`src/rtl/alu_pkg.sv`:
```
// Shared ALU datapath types: operand widths, lookahead block size and the
// per-stage pipeline record used by the subtractor.
package alu_pkg;

    localparam int WIDTH = 16;
    localparam int BLK   = 4;
    localparam int NBLK  = 4;

    typedef logic [BLK-1:0]   blk_t;
    typedef logic [WIDTH-1:0] word_t;

    typedef struct packed {
        logic  valid;
        word_t a;
        word_t b;
        word_t d;
        logic  borrow;
    } stage_t;

endpackage

```
`src/rtl/pipelined_subtractor_sub_block.sv`:
```
// Combinational BLK-bit borrow-lookahead subtractor: d = a - b - bin, with
// group generate/propagate exported for hierarchical lookahead.
module sub_block
    import alu_pkg::*;
(
    input  logic [BLK-1:0] a,
    input  logic [BLK-1:0] b,
    input  logic           bin,
    output logic [BLK-1:0] d,
    output logic           bout,
    output logic           gb,
    output logic           pb
);

    logic [BLK-1:0] g_bit;
    logic [BLK-1:0] p_bit;
    logic [BLK-1:0] bw;
    logic           grp_g;
    logic           term;

    // Every internal borrow is a flat sum-of-products of the bit
    // generates/propagates, so no borrow waits on its neighbour.
    always_comb begin
        g_bit = ~a & b;
        p_bit = ~(a ^ b);
        bw    = '0;
        grp_g = 1'b0;
        term  = 1'b0;
        for (int i = 0; i < BLK; i++) begin
            term = bin;
            for (int j = 0; j < i; j++) term = term & p_bit[j];
            bw[i] = term;
            for (int j = 0; j < i; j++) begin
                term = g_bit[j];
                for (int m = j + 1; m < i; m++) term = term & p_bit[m];
                bw[i] = bw[i] | term;
            end
        end
        for (int j = 0; j < BLK; j++) begin
            term = g_bit[j];
            for (int m = j + 1; m < BLK; m++) term = term & p_bit[m];
            grp_g = grp_g | term;
        end
        gb   = grp_g;
        pb   = &p_bit;
        bout = grp_g | (&p_bit & bin);
        d    = a ^ b ^ bw;
    end

endmodule

```
`src/rtl/pipelined_subtractor.sv`:
```
// 16-bit unsigned a - b as a NBLK-stage pipeline, one borrow-lookahead block
// per stage, with a valid/ready handshake that stalls the whole pipe at once.
module pipelined_subtractor
    import alu_pkg::*;
(
    input  logic             clk,
    input  logic             rst,
    input  logic             in_valid,
    output logic             in_ready,
    input  logic [WIDTH-1:0] a,
    input  logic [WIDTH-1:0] b,
    output logic             out_valid,
    input  logic             out_ready,
    output logic [WIDTH-1:0] diff,
    output logic             borrow,
    output logic             zero
);

    stage_t           st      [NBLK];
    stage_t           nxt     [NBLK];
    logic [WIDTH-1:0] src_a   [NBLK];
    logic [WIDTH-1:0] src_b   [NBLK];
    logic [WIDTH-1:0] src_d   [NBLK];
    logic             src_v   [NBLK];
    logic             src_bin [NBLK];
    blk_t             blk_d   [NBLK];
    logic [NBLK-1:0]  blk_bout;
    logic [NBLK-1:0]  blk_gg;
    logic [NBLK-1:0]  blk_gp;
    logic             zero_q;
    logic             adv;
    logic             unused_bits;

    assign adv      = !st[NBLK-1].valid || out_ready;
    assign in_ready = adv;

    // Stage k works on whatever sits in front of it: the ports for stage 0,
    // otherwise the register of stage k-1.
    always_comb begin
        for (int k = 0; k < NBLK; k++) begin
            if (k == 0) begin
                src_v[k]   = in_valid;
                src_a[k]   = a;
                src_b[k]   = b;
                src_d[k]   = '0;
                src_bin[k] = 1'b0;
            end else begin
                src_v[k]   = st[k-1].valid;
                src_a[k]   = st[k-1].a;
                src_b[k]   = st[k-1].b;
                src_d[k]   = st[k-1].d;
                src_bin[k] = st[k-1].borrow;
            end
        end
    end

    for (genvar k = 0; k < NBLK; k++) begin : g_blk
        sub_block u_sub (
            .a    (src_a[k][k*BLK +: BLK]),
            .b    (src_b[k][k*BLK +: BLK]),
            .bin  (src_bin[k]),
            .d    (blk_d[k]),
            .bout (blk_bout[k]),
            .gb   (blk_gg[k]),
            .pb   (blk_gp[k])
        );
    end

    always_comb begin
        for (int k = 0; k < NBLK; k++) begin
            nxt[k].valid              = src_v[k];
            nxt[k].a                  = src_a[k];
            nxt[k].b                  = src_b[k];
            nxt[k].d                  = src_d[k];
            nxt[k].d[k*BLK +: BLK]    = blk_d[k];
            nxt[k].borrow             = blk_bout[k];
        end
    end

    // Zero is decided from the final stage's next value so the flag is
    // registered alongside diff instead of trailing it by a compare.
    always_ff @(posedge clk) begin
        if (rst) begin
            for (int k = 0; k < NBLK; k++) st[k] <= '0;
            zero_q <= 1'b0;
        end else if (adv) begin
            for (int k = 0; k < NBLK; k++) st[k] <= nxt[k];
            zero_q <= (nxt[NBLK-1].d == '0);
        end
    end

    assign out_valid = st[NBLK-1].valid;
    assign diff      = st[NBLK-1].d;
    assign borrow    = st[NBLK-1].borrow;
    assign zero      = zero_q;

    // Group terms serve the adder-style hierarchy; this pipe chains bout.
    assign unused_bits = ^{blk_gg, blk_gp, st[NBLK-1].a, st[NBLK-1].b};

endmodule

```
`config.mk`:
```
export PLATFORM = sky130hd
export DESIGN_NAME = pipelined_subtractor
export DESIGN_NICKNAME = d
export VERILOG_FILES = /design/src/rtl/alu_pkg.sv /design/src/rtl/pipelined_subtractor_sub_block.sv /design/src/rtl/pipelined_subtractor.sv
export SDC_FILE = /design/constraint.sdc
export NUM_CORES = 1
export LEC_CHECK = 0
export CORE_ASPECT_RATIO = 1.2
export CORE_MARGIN = 3
export CORE_UTILIZATION = 60
export CTS_CLUSTER_SIZE = 25
export DETAILED_ROUTE_END_ITERATION = 10
export GPL_TIMING_DRIVEN = 0
export PLACE_DENSITY = 0.83
export SYNTH_ARGS = -nofsm -noshare
export SYNTH_HDL_FRONTEND = slang
export SYNTH_HIERARCHICAL = 1
export SYNTH_SLANG_ARGS = --single-unit
```
`constraint.sdc`:
```
create_clock -name clk -period 4.77 [get_ports clk]
set_clock_uncertainty 0.15 [all_clocks]
set_input_delay 0.954 -clock clk [delete_from_list [all_inputs] [get_ports clk]]
set_output_delay 0.954 -clock clk [all_outputs]
set_load 0.01 [all_outputs]
```
==> results.yml <==
outcome:
  status: "completed"
clock_network:
  insertion_delay_ps: 350
  cts-root-buf: "clkbuf_8"
  cts_resized: 0
  numClockSinks: 97
  cts_tree: "done"
  numCtsBuffers: 9
  path_clk_slew_ps: 100
  clock_path_buffers: 2
  ctsHoldBuffers: 0
  cts_setup_buffers: 0
  cts_max_level: 3
cells_and_area:
  area_growth_pct: 20.4
  fin_cells: 482
  nNetsFinal: 451
  num_antenna_cells: 0
  layout-drive-gt1-share_pct: 9.87
synthesis:
  synth_compound_area_share_pct: 4.41
  synth_cell_types: 32
  ys_seq_area_share_pct: 65.2
  synthFlopType: "edfxtp_1"
  postSynthAreaPerCell_um2: 13.8
  ys_ff_latch: 97
  yosysWarningCount: 6
  netlist_area_um2: 4460
  synth.top_cell.area_share_pct: 64.7
  synth_top_family_by_area: "simple AND/OR/NAND/NOR gates"
  synth_cells: 322
  synthSimpleGateAreaFrac_pct: 17.5
  ys_top_cells_by_area: "edfxtp_1 (65%), and2_1 (13%), ha_1 (5.6%), inv_1 (2.0%), fa_1 (1.8%)"
  async_reset_ff_share_pct: 0
  synthXorXnorAreaFrac_pct: 2.36
  yosys-top-cells-count: "and2_1 (96), edfxtp_1 (96), inv_1 (24), ha_1 (20), a21oi_1 (9)"
  yosysTopAreaCell: "edfxtp_1"
  synth_mux_area_share_pct: 0
  synthAdderAreaFrac_pct: 7.41
  synth_edf_count: 96
drt:
  via_per_inst: 5.24
  postRouteAntennaNets: 0
  drt_iter0_markers: 170
  wl_per_cell_um: 14.4
  routed-via-count: 2527
  drt-total-wl_um: 6920
  first_pass_iters: 6
  drc_errors: 0
timing:
  slew_viol_final: 0
  fin_crit_ps: 3180
  setup_ws_ps: 1590
  holdWs_ps: 353
  worst_pin_slew_ps: 530
  max_freq_mhz: 314
  setup_tns_ps: 0
  max_slew_margin_pct: 64.7
  hold_viol_final: 0
  layout_worst_path_cycle_share_pct: 66.7
  rsz0062_at_grt: "false"
  setup_viol: 0
setup_path:
  slowest_stage: "clkdlybuf4s50_1"
  cp.required_ps: 3670
  start_kind: "input port"
  cp_top_family: "buffers and inverters"
  crit_fanout: 4
  max_stage_delay_ps: 530
  critPathKind: "input port to primary output"
  crit_buf_inv: 2
  worst_path_most_repeated_cell: "clkdlybuf4s50_1"
  worstPathCellList: "clkdlybuf4s50_1, nand2b_4, clkdlybuf4s50_1"
  critical_path_arrival_ps: 2080
  cp-end-kind: "primary output"
power:
  fin_total_pwr_mw: 1.85
  combPwrFrac_pct: 13.6
  p_leak_nw: 2.23
  p_sw_uw: 410
  power_density_nw_per_um2: 345
  p_clk_share_pct: 30.8
  power_frac_seq_pct: 55.6
  p_sw_share_pct: 22.2
  peakVddDrop_uv: 223
  p_int_mw: 1.44
place:
  hpwl_um: 4910
  post-place-ws_ps: 1580
  dp_cells: 467
  portBuffers: 55
  place.gp.congestion: 0.724
die:
  core_um2: 7020
  die_w_um: 84.7
  die_h_um: 100
  design.die.area_um2: 8500
  start_util_pct: 63.5
  rows: 33
  io_pins: 56
worst_hold_path:
  hp-class: "register to register"
grt:
  grt_overflow: 0
  grt_pass1_vias: 2581
  grt_pass1_wl_um: 11800
  grt_max_degree: 61
  antenna_found_initial: 0
  grt_util_all_layers_pct: 18.3
run:
  drv_cap: 0
[worst paths after layout]
path	from	end	cells past startpoint	slack [ps]
setup / recovery	out_ready	in_ready	3	1590
hold / removal	st[0][40]	st[0][90]	1	350
setup reg to reg	st[0][133]	zero	8	2600
hold reg to reg	st[0][40]	st[0][90]	1	350
[cell families after synthesis]
group / Yosys count
compound gates: 29
xor+xnor: 12
fa+ha+maj: 24
buf+inv: 34
flops: 97
other cells: 1
simple gates: 125
[registers in the layout, indices dropped and copies added (netlist names)]
name,flops
st,96
zero,1
[routing by layer]
layer	share of wire [%]	vias to the layer above	global-route usage [%]	wire length [um]
met5	0	-	0	0
met4	2.9	0	10.2	203
met1	39	1188	20.4	2710
li1	-	1233	-	-
met3	4.7	17	3.45	323
met2	53	89	32.8	3690
[final cells by class]
| class | instances | area (um2) |
|---|---|---|
| plain buffers | 10 | 48.8 |
| inverters | 24 | 90.1 |
| well taps | 87 | 109 |
| fillers | 454 | 1650 |
| flip-flops and latches | 97 | 2900 |
| clock buffers | 9 | 124 |
| clock inverters | 6 | 90.1 |
| multi-input cells | 193 | 1420 |
| repair buffers | 56 | 578 |
[power by group through the flow]
stage	registers [mW]	logic [mW]	clock network, mW
floorplan	1.05	0.152	0
global placement	1.04	0.241	0
detailed placement	1.05	0.253	0
CTS	1.03	0.255	0.581
global route	1.04	0.281	0.615
finish	1.03	0.252	0.570
[layout by cell type (no fill, tap or decap), drive strengths merged, types with 5 or more instances in the layout]
master,synthesis,layout
xnor2,8,8
nand2b,5,5
clkbuf,6,15
clkdlybuf4s50,0,55
a21oi,12,12
o21ai,8,8
nand2,12,12
ha,20,20
and2,96,96
buf,4,5
inv,24,26
edfxtp,96,96
nor2,5,5
[through the flow]
step | utilization [%] | area, um2
floorplan | - | 4460
global placement | 73.0 | 5120
detailed placement | 73.4 | 5150
CTS | 76.5 | 5370
global route | 76.5 | 5370
finish | 76.5 | 5370
No activity file was read; power rests on OpenSTA's default activity.
